$ cat src/rtl/fp_mul_seq_pkg.sv
// Shared definitions for the sequential single-precision multiplier:
// class codes, quiet-NaN pattern, exponent bias and FSM state encoding.
package fp_pkg;

  localparam logic [2:0] CLS_ZERO   = 3'b000;
  localparam logic [2:0] CLS_NAN    = 3'b110;
  localparam logic [2:0] CLS_INF    = 3'b100;
  localparam logic [2:0] CLS_NORMAL = 3'b011;

  localparam logic [31:0]       QNAN = 32'h7FC0_0000;
  localparam logic signed [9:0] BIAS = 10'sd127;

  typedef enum logic [2:0] {
    S_IDLE,
    S_CLASS,
    S_MUL,
    S_NORM,
    S_DONE
  } state_e;

endpackage

$ cat src/rtl/fp_mul_seq_if.sv
// Operand/result handshake bundle for fp_mul_seq.
// The producer/consumer side uses master; the multiplier uses slave.
interface fp_mul_seq_if;
  logic        in_valid;
  logic        in_ready;
  logic [31:0] a;
  logic [31:0] b;
  logic        out_valid;
  logic        out_ready;
  logic [31:0] result;
  logic [2:0]  out_class;
  logic        busy;

  modport master (
    output in_valid, a, b, out_ready,
    input  in_ready, out_valid, result, out_class, busy
  );

  modport slave (
    input  in_valid, a, b, out_ready,
    output in_ready, out_valid, result, out_class, busy
  );
endinterface

$ cat src/rtl/fp_mul_seq_classify.sv
// Combinational single-precision class decode; zero latency, no handshake.
// Denormals are reported as NaN because the datapath does not handle them.
module fp_classify
  import fp_pkg::*;
(
  input  logic [31:0] val,
  output logic [2:0]  cls
);

  logic [7:0]  exp_f;
  logic [22:0] mant_f;
  logic        unused_sign;

  assign exp_f       = val[30:23];
  assign mant_f      = val[22:0];
  assign unused_sign = val[31];

  always_comb begin
    cls = CLS_NORMAL;
    if (exp_f == 8'h00) begin
      cls = (mant_f == 23'd0) ? CLS_ZERO : CLS_NAN;
    end else if (exp_f == 8'hFF) begin
      cls = (mant_f == 23'd0) ? CLS_INF : CLS_NAN;
    end
  end

endmodule

$ cat src/rtl/fp_mul_seq.sv
// Sequential FP32 multiply: specials resolve 1 edge after accept, normals 26 edges (24-step shift-add).
// One operation in flight; result and class hold in DONE until out_ready, inputs ignored while busy.
module fp_mul_seq
  import fp_pkg::*;
(
  input  logic         clk,
  input  logic         rst_n,
  fp_mul_seq_if.slave  bus
);

  state_e             state_q, state_d;
  logic [31:0]        a_q, a_d, b_q, b_d;
  logic [31:0]        result_q, result_d;
  logic               sign_q, sign_d;
  logic signed [9:0]  exp_q, exp_d, exp_n;
  logic [47:0]        acc_q, acc_d;
  logic [23:0]        mcand_q, mcand_d, mplier_q, mplier_d;
  logic [4:0]         cnt_q, cnt_d;
  logic               in_ready_q, in_ready_d;
  logic               out_valid_q, out_valid_d;
  logic               busy_q, busy_d;
  logic [2:0]         cls_a, cls_b, cls_r;
  logic [22:0]        mant_n;
  logic               unused_acc_lo;

  fp_classify u_cls_a (.val(a_q),      .cls(cls_a));
  fp_classify u_cls_b (.val(b_q),      .cls(cls_b));
  fp_classify u_cls_r (.val(result_q), .cls(cls_r));

  // Product of two 1.x mantissas lies in [1,4): bit 47 set means one extra exponent step.
  assign exp_n         = exp_q + $signed({9'd0, acc_q[47]});
  assign mant_n        = acc_q[47] ? acc_q[46:24] : acc_q[45:23];
  assign unused_acc_lo = ^acc_q[22:0];

  always_comb begin
    state_d     = state_q;
    a_d         = a_q;
    b_d         = b_q;
    result_d    = result_q;
    sign_d      = sign_q;
    exp_d       = exp_q;
    acc_d       = acc_q;
    mcand_d     = mcand_q;
    mplier_d    = mplier_q;
    cnt_d       = cnt_q;
    in_ready_d  = in_ready_q;
    out_valid_d = out_valid_q;
    busy_d      = busy_q;

    case (state_q)
      S_IDLE: begin
        if (bus.in_valid && in_ready_q) begin
          a_d        = bus.a;
          b_d        = bus.b;
          state_d    = S_CLASS;
          in_ready_d = 1'b0;
          busy_d     = 1'b1;
        end
      end

      S_CLASS: begin
        sign_d = a_q[31] ^ b_q[31];
        if ((cls_a == CLS_NAN) || (cls_b == CLS_NAN) ||
            ((cls_a == CLS_INF) && (cls_b == CLS_ZERO)) ||
            ((cls_a == CLS_ZERO) && (cls_b == CLS_INF))) begin
          result_d    = QNAN;
          state_d     = S_DONE;
          out_valid_d = 1'b1;
        end else if ((cls_a == CLS_INF) || (cls_b == CLS_INF)) begin
          result_d    = {sign_d, 8'hFF, 23'd0};
          state_d     = S_DONE;
          out_valid_d = 1'b1;
        end else if ((cls_a == CLS_ZERO) || (cls_b == CLS_ZERO)) begin
          result_d    = {sign_d, 31'd0};
          state_d     = S_DONE;
          out_valid_d = 1'b1;
        end else begin
          exp_d    = $signed({2'b00, a_q[30:23]}) + $signed({2'b00, b_q[30:23]}) - BIAS;
          acc_d    = 48'd0;
          mcand_d  = {1'b1, a_q[22:0]};
          mplier_d = {1'b1, b_q[22:0]};
          cnt_d    = 5'd0;
          state_d  = S_MUL;
        end
      end

      S_MUL: begin
        acc_d    = acc_q + (mplier_q[0] ? ({24'd0, mcand_q} << cnt_q) : 48'd0);
        mplier_d = mplier_q >> 1;
        cnt_d    = cnt_q + 5'd1;
        if (cnt_q == 5'd23) begin
          state_d = S_NORM;
        end
      end

      S_NORM: begin
        exp_d = exp_n;
        if (exp_n >= 10'sd255) begin
          result_d = {sign_q, 8'hFF, 23'd0};
        end else if (exp_n <= 10'sd0) begin
          result_d = {sign_q, 31'd0};
        end else begin
          result_d = {sign_q, exp_n[7:0], mant_n};
        end
        state_d     = S_DONE;
        out_valid_d = 1'b1;
      end

      S_DONE: begin
        if (bus.out_ready) begin
          state_d     = S_IDLE;
          out_valid_d = 1'b0;
          in_ready_d  = 1'b1;
          busy_d      = 1'b0;
        end
      end

      default: begin
        state_d     = S_IDLE;
        out_valid_d = 1'b0;
        in_ready_d  = 1'b1;
        busy_d      = 1'b0;
      end
    endcase
  end

  always_ff @(posedge clk or negedge rst_n) begin
    if (!rst_n) begin
      state_q     <= S_IDLE;
      a_q         <= 32'd0;
      b_q         <= 32'd0;
      result_q    <= 32'd0;
      sign_q      <= 1'b0;
      exp_q       <= 10'sd0;
      acc_q       <= 48'd0;
      mcand_q     <= 24'd0;
      mplier_q    <= 24'd0;
      cnt_q       <= 5'd0;
      in_ready_q  <= 1'b1;
      out_valid_q <= 1'b0;
      busy_q      <= 1'b0;
    end else begin
      state_q     <= state_d;
      a_q         <= a_d;
      b_q         <= b_d;
      result_q    <= result_d;
      sign_q      <= sign_d;
      exp_q       <= exp_d;
      acc_q       <= acc_d;
      mcand_q     <= mcand_d;
      mplier_q    <= mplier_d;
      cnt_q       <= cnt_d;
      in_ready_q  <= in_ready_d;
      out_valid_q <= out_valid_d;
      busy_q      <= busy_d;
    end
  end

  assign bus.in_ready  = in_ready_q;
  assign bus.out_valid = out_valid_q;
  assign bus.result    = result_q;
  assign bus.out_class = cls_r;
  assign bus.busy      = busy_q;

endmodule

$ cat src/flat_wrapper.sv
// flat-port wrapper written by rule: the top's interface ports become plain ports
module fp_mul_seq_flat import fp_pkg::*;
  (clk, rst_n, bus_in_valid, bus_a, bus_b, bus_out_ready, bus_in_ready, bus_out_valid, bus_result, bus_out_class, bus_busy);
  fp_mul_seq_if bus_i ();
  input  logic clk;
  input  logic rst_n;
  input wire logic [$bits(bus_i.in_valid)-1:0] bus_in_valid;
  input wire logic [$bits(bus_i.a)-1:0] bus_a;
  input wire logic [$bits(bus_i.b)-1:0] bus_b;
  input wire logic [$bits(bus_i.out_ready)-1:0] bus_out_ready;
  output wire logic [$bits(bus_i.in_ready)-1:0] bus_in_ready;
  output wire logic [$bits(bus_i.out_valid)-1:0] bus_out_valid;
  output wire logic [$bits(bus_i.result)-1:0] bus_result;
  output wire logic [$bits(bus_i.out_class)-1:0] bus_out_class;
  output wire logic [$bits(bus_i.busy)-1:0] bus_busy;
  assign bus_i.in_valid = bus_in_valid;
  assign bus_i.a = bus_a;
  assign bus_i.b = bus_b;
  assign bus_i.out_ready = bus_out_ready;
  assign bus_in_ready = bus_i.in_ready;
  assign bus_out_valid = bus_i.out_valid;
  assign bus_result = bus_i.result;
  assign bus_out_class = bus_i.out_class;
  assign bus_busy = bus_i.busy;
  fp_mul_seq u_core (.clk(clk), .rst_n(rst_n), .bus(bus_i));
endmodule
$ cat config.mk
export PLATFORM = sky130hd
export DESIGN_NAME = fp_mul_seq_flat
export DESIGN_NICKNAME = d
export VERILOG_FILES = /design/src/rtl/fp_mul_seq_pkg.sv /design/src/rtl/fp_mul_seq_if.sv /design/src/rtl/fp_mul_seq_classify.sv /design/src/rtl/fp_mul_seq.sv /design/src/flat_wrapper.sv
export SDC_FILE = /design/constraint.sdc
export NUM_CORES = 1
export LEC_CHECK = 0
export CAP_MARGIN = 15
export CORE_ASPECT_RATIO = 0.5
export CORE_MARGIN = 2
export CORE_UTILIZATION = 40
export CTS_BUF_LIST = sky130_fd_sc_hd__clkbuf_4
export DETAILED_ROUTE_END_ITERATION = 10
export GPL_TIMING_DRIVEN = 0
export PLACE_DENSITY = 0.62
export SKIP_CTS_REPAIR_TIMING = 1
export SLEW_MARGIN = 30
export SYNTH_ARGS = -nofsm -noshare
export SYNTH_HDL_FRONTEND = slang
export SYNTH_SLANG_ARGS = --single-unit
export TNS_END_PERCENT = 50
$ cat constraint.sdc
create_clock -name clk -period 6 [get_ports clk]
set_clock_uncertainty 0.15 [all_clocks]
set_input_delay 1.2 -clock clk [delete_from_list [all_inputs] [get_ports clk]]
set_output_delay 1.2 -clock clk [all_outputs]
set_load 0.005 [all_outputs]
==> results.cfg, run 1 <==
[finish]
fin_util_pct = 47.7
final_nets = 1816
n_fill_cell = 3306
synthToLayoutAreaGrowth_pct = 17.0
drive_above_1_share_pct = 11.1
multi_input_area_um2 = 7750
seq_area_um2 = 5360
postLayoutCellArea_um2 = 15800

[routing]
wl_per_cell_um = 17.5
post-route-drc-count = 0
drt-total-wl_mm = 37.8
num_vias = 11800
drt_iter0_markers = 803
vias_per_cell = 5.48
firstDrtPassIters = 5
postRouteAntennaNets = 0

[clock_tree]
cts.path.max_buffers = 3
cts_tree = built
htreeDepth = 2
numCtsBuffers = 53
ctsRootBufferMaster = clkbuf_4
insertion_delay_ps = 740
clkTransAtPathRegs_ps = 60
clkSinkCount = 214

[synth]
syn_inst = 1525
ys_seq_area_share_pct = 39.6
synth_edf_count = 0
synth_seq_cells = 214
netlist_area_um2 = 13500
synth_ff_type = dfrtp_1
yosysWarnings = 0
synth_compound_area_share_pct = 16.3
synthSimpleGateAreaFrac_pct = 18.8
synth.distinct_cells = 68
post-synth-top-count-cell = nand2_1
synth_area_per_cell_um2 = 8.87
synth_xor_area_share_pct = 4.47
synth_mux_area_share_pct = 11.9
synth_top_area_share_pct = 39.4
async_reset_ff_share_pct = 100
synth_top_cells_by_area = dfrtp_1 (39%), nand2_1 (8.1%), mux2_2 (6.3%)
synth_nets = 1654
yosys.area.top_type = dfrtp_1
yosys.area_share.adder_pct = 5.76
synthTopCellsByCount = nand2_1 (290), dfrtp_1 (213), o21ai_0 (120), nor2_1 (110), a21oi_1 (87)
synth_top_family_by_area = simple AND/OR/NAND/NOR gates

[placement]
place_ws_ps = 143
dpl-instance-area_um2 = 15200
gp_congestion = 0.948
io_buffers = 105
place_hpwl_mm = 28.6

[sta]
grt_setup_unrepaired = no
max_freq_mhz = 177
final.setup.tns_ps = 0
fin_ws_ps = 336
maxSlewHeadroom_pct = 34.0
hold_viol = 0
fin_crit_ps = 5660
slew_viol_final = 0
hold-worst-slack_ps = 205
tightest_slew_ps = 982
period_share_pct = 94.4
setup_viol = 0

[worst_setup_path]
critPathLaunchType = flip-flop
slowest_stage = clkbuf_1
path_common_cell = clkbuf_1
crit_chain = clkbuf_1, clkbuf_1, mux4_2, mux2i_1, nor2_1, a31oi_1, mux2i_1, and2_1, ha_1, clkbuf_1, nand2_1, or3_1, or3_1, o21ai_1, a21oi_1, o21ai_0, a31oi_1, xor2_1, o21ai_0
crit_type = flip-flop to flip-flop
crit_family = compound AO/OA/AOI/OAI gates
required_ps = 6460
crit_fanout = 10
critical_path.max_stage_delay_ps = 450
arrival_ps = 6120
path_buf_inv = 3
end_kind = flip-flop

[power_and_ir_drop]
leakage_nw = 6.96
pwr_density_cell_nw_per_um2 = 394
ir_drop_uv = 186

[floorplanning]
rows = 47
io_pins = 106
initial_utilization_pct = 40.8
die_w_um = 264
core_um2 = 33200
dieArea_um2 = 35400
dieHeight_um = 134

[min_path]
min_path_type = input pin to async pin

[global_routing]
grt_pass1_wl_mm = 61.1
overflow = 0
grt_use_total_pct = 21.5
antenna_found_initial = 1
grt_pass1_vias = 11500
grt_max_degree = 85

[status]
status = completed

[flow_run]
max_cap_viol_count = 0
-- cells by family (layout without fill, tap and decap cells) --
group,Yosys count,in the layout
other,0,1
AOI/OAI and AO/OA,358,358
xor gates and xnor gates,69,69
and+or+nand+nor,574,574
adders and majority gates,61,61
buffers and inverters,110,307
DFF,214,214
muxes,139,139
-- report_power, final --
part           switching [mW]  leakage (nW)  internal [mW]  total (mW)
Clock                   0.626         0.376          0.580        1.21
Sequential              0.442          2.83           1.91        2.36
Combinational            1.55          3.76           1.11        2.67
Total                    2.62          6.96           3.61        6.23
-- area by class of cell --
type	instances	share of cell area (%)
multi-input combinational	1201	49.0
timing repair buffer	107	7.02
tap	441	3.49
clock inverter	14	0.387
inverter	18	0.427
sequential	214	33.8
clock buffer	76	3.61
buffer	92	2.22
antenna	1	0.0158
-- metrics by stage --
step	std cells	power (mW)
final	2164	6.23
after detailed placement	2073	5.00
after global placement	2071	4.97
after global routing	2164	6.70
after CTS	2163	6.23
after floorplan	1525	4.13
-- registers in the layout, summed over array words and instances (netlist names) --
signal	count
u_core.bus.busy	1
u_core.acc_q	48
u_core.b_q	32
u_core.exp_q	10
u_core.state_q	3
u_core.bus.result	32
u_core.bus.in_ready	1
u_core.cnt_q	5
u_core.mplier_q	24
u_core.mcand_q	24
u_core.a_q	32
u_core.sign_q	1
u_core.bus.out_valid	1
-- cells in the final DEF (no fill, tap or decap), drive strengths merged, types with 9 or more instances in the layout --
cell type / count
a31oi: 20
nor2: 110
dfrtp: 213
a21oi: 88
nor2b: 12
mux2i: 53
a22oi: 16
o21a: 9
o21ai: 124
mux2: 76
inv: 20
clkbuf: 157
clkinv: 11
nor3: 21
nand3: 49
xnor2: 39
a21o: 29
nor4: 25
buf: 14
o21bai: 9
mux4: 10
xor2: 30
ha: 59
o22ai: 16
nand4: 24
clkdlybuf4s50: 104
nand2: 291
-- final timing paths --
kind	slack, ps	from	cells after the start	to
max in group asynchronous	4330	rst_n	3	u_core.acc_q[4]$_DFFE_PN0P_
hold / removal	200	rst_n	1	u_core.b_q[29]$_DFFE_PN0P_
min in group clk	320	u_core.mplier_q[11]$_DFFE_PN0P_	2	u_core.mplier_q[10]$_DFFE_PN0P_
setup / recovery	340	u_core.cnt_q[1]$_DFFE_PN0P_	19	u_core.acc_q[44]$_DFFE_PN0P_
setup reg to reg	340	u_core.cnt_q[1]$_DFFE_PN0P_	19	u_core.acc_q[44]$_DFFE_PN0P_
hold reg to reg	320	u_core.mplier_q[11]$_DFFE_PN0P_	2	u_core.mplier_q[10]$_DFFE_PN0P_
-- per-layer routing --
layer | GRT usage (%) | vias up | routed length (um) | share of wire [%]
li1 | - | 5791 | - | -
met1 | 31.9 | 5705 | 18900 | 50
met2 | 32.5 | 308 | 16300 | 43
met3 | 3.84 | 45 | 1990 | 5.3
met4 | 4.99 | 0 | 565 | 1.5
met5 | 0 | - | 0 | 0
No activity file was read; power rests on OpenSTA's default activity.
==> run 2, diff against run 1 <==
--- a/config.mk
+++ b/config.mk
@@ -18,4 +18,4 @@
 export SYNTH_ARGS = -nofsm -noshare
 export SYNTH_HDL_FRONTEND = slang
 export SYNTH_SLANG_ARGS = --single-unit
-export TNS_END_PERCENT = 50
+export TNS_END_PERCENT = 10
==> constraint.sdc (replaced) <==
create_clock -name clk -period 7.27 [get_ports clk]
set_clock_uncertainty 0.15 [all_clocks]
set_input_delay 1.454 -clock clk [delete_from_list [all_inputs] [get_ports clk]]
set_output_delay 1.454 -clock clk [all_outputs]
set_load 0.005 [all_outputs]
==> results.cfg, run 2 (synthesis gave the netlist of run 1 again) <==
[status]
status = completed

[clock_tree]
numCtsBuffers = 53
htreeDepth = 2
clkTransAtPathRegs_ps = 80
insertion_delay_ps = 740
cts_tree = built
clkSinkCount = 214
ctsRootBufferMaster = clkbuf_4
cts.path.max_buffers = 3

[global_routing]
overflow = 0
grt_pass1_vias = 11500
grt_max_degree = 85
antenna_found_initial = 1
grt_use_total_pct = 21.5
grt_pass1_wl_mm = 61.1

[floorplanning]
die_w_um = 264
dieHeight_um = 134
dieArea_um2 = 35400
initial_utilization_pct = 40.8
core_um2 = 33200
rows = 47
io_pins = 106

[sta]
hold-worst-slack_ps = 318
slew_viol_final = 0
fin_ws_ps = 1280
setup_viol = 0
max_freq_mhz = 167
tightest_slew_ps = 969
maxSlewHeadroom_pct = 34.9
period_share_pct = 82.4
hold_viol = 0
final.setup.tns_ps = 0
fin_crit_ps = 5990
grt_setup_unrepaired = no

[worst_setup_path]
crit_chain = clkbuf_1, buf_1, mux4_2, mux2i_1, nor2_1, a31oi_1, mux2i_1, and2_1, ha_1, clkbuf_1, nand2_1, or3_1, or3_1, o21ai_1, a21oi_1, o21ai_0, a31oi_1, xor2_1, o21ai_0
critical_path.startpoint = u_core.cnt_q[0]$_DFFE_PN0P_
r2r_start = u_core.cnt_q[0]$_DFFE_PN0P_
rrSetupSlack_ps = 1280
critPathLaunchType = flip-flop
reg2reg_to = u_core.acc_q[44]$_DFFE_PN0P_
crit_fanout = 10
slowest_stage = mux4_2
critical_path.max_stage_delay_ps = 620
crit_path_end = u_core.acc_q[44]$_DFFE_PN0P_
required_ps = 7730
r2r_cells = 19
crit_type = flip-flop to flip-flop
end_kind = flip-flop
arrival_ps = 6450

[min_path]
min_path_type = flip-flop to flip-flop

[routing]
wl_per_cell_um = 17.5
postRouteAntennaNets = 0
drt_iter0_markers = 801
drt-total-wl_mm = 37.8
post-route-drc-count = 0
vias_per_cell = 5.48
firstDrtPassIters = 6
num_vias = 11800

[finish]
postLayoutCellArea_um2 = 15800
final_nets = 1816
instances_no_fill = 2164
top_register = u_core.acc_q
mostFrequentLayoutCells = nand2_1 (290), dfrtp_1 (213), o21ai_0 (120)
n_fill_cell = 3304
synthToLayoutAreaGrowth_pct = 17.0
drive_above_1_share_pct = 10.9
largest_register_ffs = 48
final_common_cell = nand2_1

[power_and_ir_drop]
leakage_nw = 6.95
pwr_density_cell_nw_per_um2 = 325
ir_drop_uv = 154

[flow_run]
max_cap_viol_count = 0

[placement]
place_hpwl_mm = 28.6
dpl-instance-area_um2 = 15200
dp.cells = 2073
gp_congestion = 0.948
place_ws_ps = 1410
io_buffers = 105
-- run 2: how the worst min path moves through the flow --
stage,start,end,slack (ps),cells after the start
floorplan,u_core.mplier_q[11]$_DFFE_PN0P_,u_core.mplier_q[11]$_DFFE_PN0P_,300,2
global placement,u_core.mplier_q[7]$_DFFE_PN0P_,u_core.mplier_q[7]$_DFFE_PN0P_,310,2
detailed placement,u_core.mplier_q[13]$_DFFE_PN0P_,u_core.mplier_q[13]$_DFFE_PN0P_,310,2
CTS,u_core.mplier_q[11]$_DFFE_PN0P_,u_core.mplier_q[10]$_DFFE_PN0P_,330,2
global route,u_core.mplier_q[14]$_DFFE_PN0P_,u_core.mplier_q[14]$_DFFE_PN0P_,340,2
finish,u_core.mplier_q[11]$_DFFE_PN0P_,u_core.mplier_q[10]$_DFFE_PN0P_,320,2
-- run 2: power breakdown --
part           internal (mW)  total [mW]  switching [mW]
combinational          0.918        2.20            1.28
clock                  0.478       0.994           0.516
sequential              1.58        1.94           0.366
total                   2.98        5.14            2.16
-- run 2: critical path, delay by kind of cell (launching register included) --
family / cells / cell delay [ps]
buffers and inverters: 3 / 1240
adder cells (fa/ha/maj): 1 / 270
multiplexers: 3 / 990
AO/OA/AOI/OAI: 6 / 1540
AND/OR/NAND/NOR: 5 / 1180
flip-flops: 1 / 360
XOR/XNOR: 1 / 160
-- run 2: final cells by class --
class	instances	area [um^2]	share of cell area, %
Inverter	18	67.6	0.427
Multi-Input combinational cell	1201	7750	49.0
Clock buffer	76	571	3.61
Antenna cell	1	2.50	0.0158
Clock inverter	14	61.3	0.388
Sequential cell	214	5360	33.9
Timing Repair Buffer	107	1110	7.02
Buffer	92	348	2.20
Tap cell	441	552	3.49
-- run 2: layer usage --
metal	GRT usage (%)	up-vias	share of wire, %
li1	-	5791	-
met1	31.9	5721	50
met2	32.5	292	43
met3	3.84	45	4.9
met4	4.99	0	1.5
met5	0	-	0
-- run 2: per-stage QoR --
stage	util, %	total power, mW
6_report	47.7	5.14
5_1_grt	47.7	5.53
4_1_cts	47.7	5.15
3_5_place_dp	45.8	4.13
3_3_place_gp	45.6	4.10
2_1_floorplan	-	3.41
==> run 3, diff against run 2 <==
--- a/config.mk
+++ b/config.mk
@@ -12,7 +12,7 @@
 export CTS_BUF_LIST = sky130_fd_sc_hd__clkbuf_4
 export DETAILED_ROUTE_END_ITERATION = 10
 export GPL_TIMING_DRIVEN = 0
-export PLACE_DENSITY = 0.62
+export PLACE_DENSITY = 0.65
 export SKIP_CTS_REPAIR_TIMING = 1
 export SLEW_MARGIN = 30
 export SYNTH_ARGS = -nofsm -noshare
==> constraint.sdc (replaced) <==
create_clock -name clk -period 5.32 [get_ports clk]
set_clock_uncertainty 0.15 [all_clocks]
set_input_delay 1.064 -clock clk [delete_from_list [all_inputs] [get_ports clk]]
set_output_delay 1.064 -clock clk [all_outputs]
set_load 0.005 [all_outputs]
==> results.cfg, run 3 (synthesis gave the netlist of run 1 again) <==
[global_routing]
met1_usage_pct = 31.3
grt_pass1_wl_mm = 60.8
use_met2_pct = 32.4
grt_use_total_pct = 21.3
grt_max_degree = 71
overflow = 0
use_met3_pct = 3.82
grt_pass1_vias = 11400
grt.busiest_layer = met2
antenna_found_initial = 1

[routing]
post-route-drc-count = 0
drt_iter0_markers = 942
postRouteAntennaNets = 0
wl_per_cell_um = 17.3
firstDrtPassIters = 7
num_vias = 11900
vias_per_cell = 5.51
drt-total-wl_mm = 37.5

[sta]
period_share_pct = 95.2
max_freq_mhz = 198
slew_viol_final = 0
hold-worst-slack_ps = 315
setup_viol = 0
fin_crit_ps = 5060
grt_setup_unrepaired = yes
maxSlewHeadroom_pct = 45.2
hold_viol = 0
final.setup.tns_ps = 0
tightest_slew_ps = 821

[clock_tree]
insertion_delay_ps = 740
ctsRootBufferMaster = clkbuf_4
cts_tree = built
clkTransAtPathRegs_ps = 80
clkSinkCount = 214
cts.path.max_buffers = 3
htreeDepth = 2
numCtsBuffers = 54

[finish]
synthToLayoutAreaGrowth_pct = 17.9
largest_register_ffs = 48
top_register = u_core.acc_q
final_common_cell = nand2_1
drive_above_1_share_pct = 12.3
final_nets = 1817
mostFrequentLayoutCells = nand2_1 (290), dfrtp_1 (213), o21ai_0 (119)

[floorplanning]
rows = 47
dieHeight_um = 134
dieArea_um2 = 35400
core_um2 = 33200
initial_utilization_pct = 40.8
die_w_um = 264
io_pins = 106

[worst_setup_path]
slowest_stage = or4b_1
crit_chain = clkbuf_2, clkbuf_1, mux4_2, mux2i_1, mux2_2, o22ai_1, ha_1, buf_2, nand2_1, a21o_1, a211oi_1, nor3b_2, a31oi_4, nor4_4, nor3_2, or4b_1, o211ai_2
end_kind = flip-flop
crit_type = flip-flop to flip-flop
path_buf_inv = 3
crit_fanout = 10
crit_family = simple AND/OR/NAND/NOR gates
critPathLaunchType = flip-flop
critical_path.max_stage_delay_ps = 530
required_ps = 5820
arrival_ps = 5560

[placement]
io_buffers = 105
gp_congestion = 0.949
place_hpwl_mm = 28.3

[min_path]
min_path_type = flip-flop to flip-flop

[power_and_ir_drop]
pwr_density_cell_nw_per_um2 = 445
leakage_nw = 7.04
ir_drop_uv = 242

[status]
status = completed

[flow_run]
max_cap_viol_count = 0
[run 3: where the power goes]
group | internal, mW | switching (mW)
Combinational | 1.28 | 1.75
Sequential | 2.16 | 0.496
Clock | 0.702 | 0.718
[run 3: final cells by class]
class	count	area, um^2
clock buffers	82	616
fillers	3260	17200
diodes	1	2.50
inverters	18	67.6
flip-flops and latches	214	5360
well taps	441	552
plain buffers	89	354
multi-input cells	1201	7790
clock inverters	11	55.1
repair buffers	110	1160
[run 3: worst register-to-register path, cell delays in order (launching register included)]
cell      delay [ps]
dfrtp_1          410
clkbuf_2         260
clkbuf_1         430
mux4_2           420
mux2i_1          330
mux2_2           270
o22ai_1          100
ha_1             300
buf_2            170
nand2_1          100
a21o_1           170
a211oi_1         290
nor3b_2          330
a31oi_4          170
nor4_4           380
nor3_2            80
or4b_1           530
o211ai_2          90
[run 3: metal layers]
metal	vias up	wire, um	part of all wire, %
li1	5815	-	-
met1	5734	18500	49
met2	328	16200	43
met3	53	2160	5.8
met4	0	571	1.5
met5	-	0	0
[run 3: stage by stage]
stage | setup slack (ps) | instances | cell area (um^2) | utilization [%] | power [mW]
2_1_floorplan | 460 | 1525 | 13500 | - | 4.66
3_3_place_gp | -6270 | 2071 | 15100 | 45.6 | 5.58
3_5_place_dp | -497 | 2074 | 15200 | 45.9 | 5.62
4_1_cts | -630 | 2167 | 15900 | 47.9 | 7.08
5_1_grt | -13.9 | 2167 | 15900 | 48.1 | 7.65
6_report | 258 | 2167 | 15900 | 48.1 | 7.10
[run 3: worst paths after layout]
kind | start | end | slack, ps | cells past startpoint
max in group asynchronous | rst_n | u_core.acc_q[20]$_DFFE_PN0P_ | 3390 | 4
max | u_core.cnt_q[1]$_DFFE_PN0P_ | u_core.acc_q[47]$_DFFE_PN0P_ | 260 | 17
min reg2reg | u_core.mplier_q[9]$_DFFE_PN0P_ | u_core.mplier_q[8]$_DFFE_PN0P_ | 320 | 2
min in group asynchronous | rst_n | u_core.b_q[27]$_DFFE_PN0P_ | 610 | 2
min | u_core.mplier_q[9]$_DFFE_PN0P_ | u_core.mplier_q[8]$_DFFE_PN0P_ | 320 | 2
max reg2reg | u_core.cnt_q[1]$_DFFE_PN0P_ | u_core.acc_q[47]$_DFFE_PN0P_ | 260 | 17
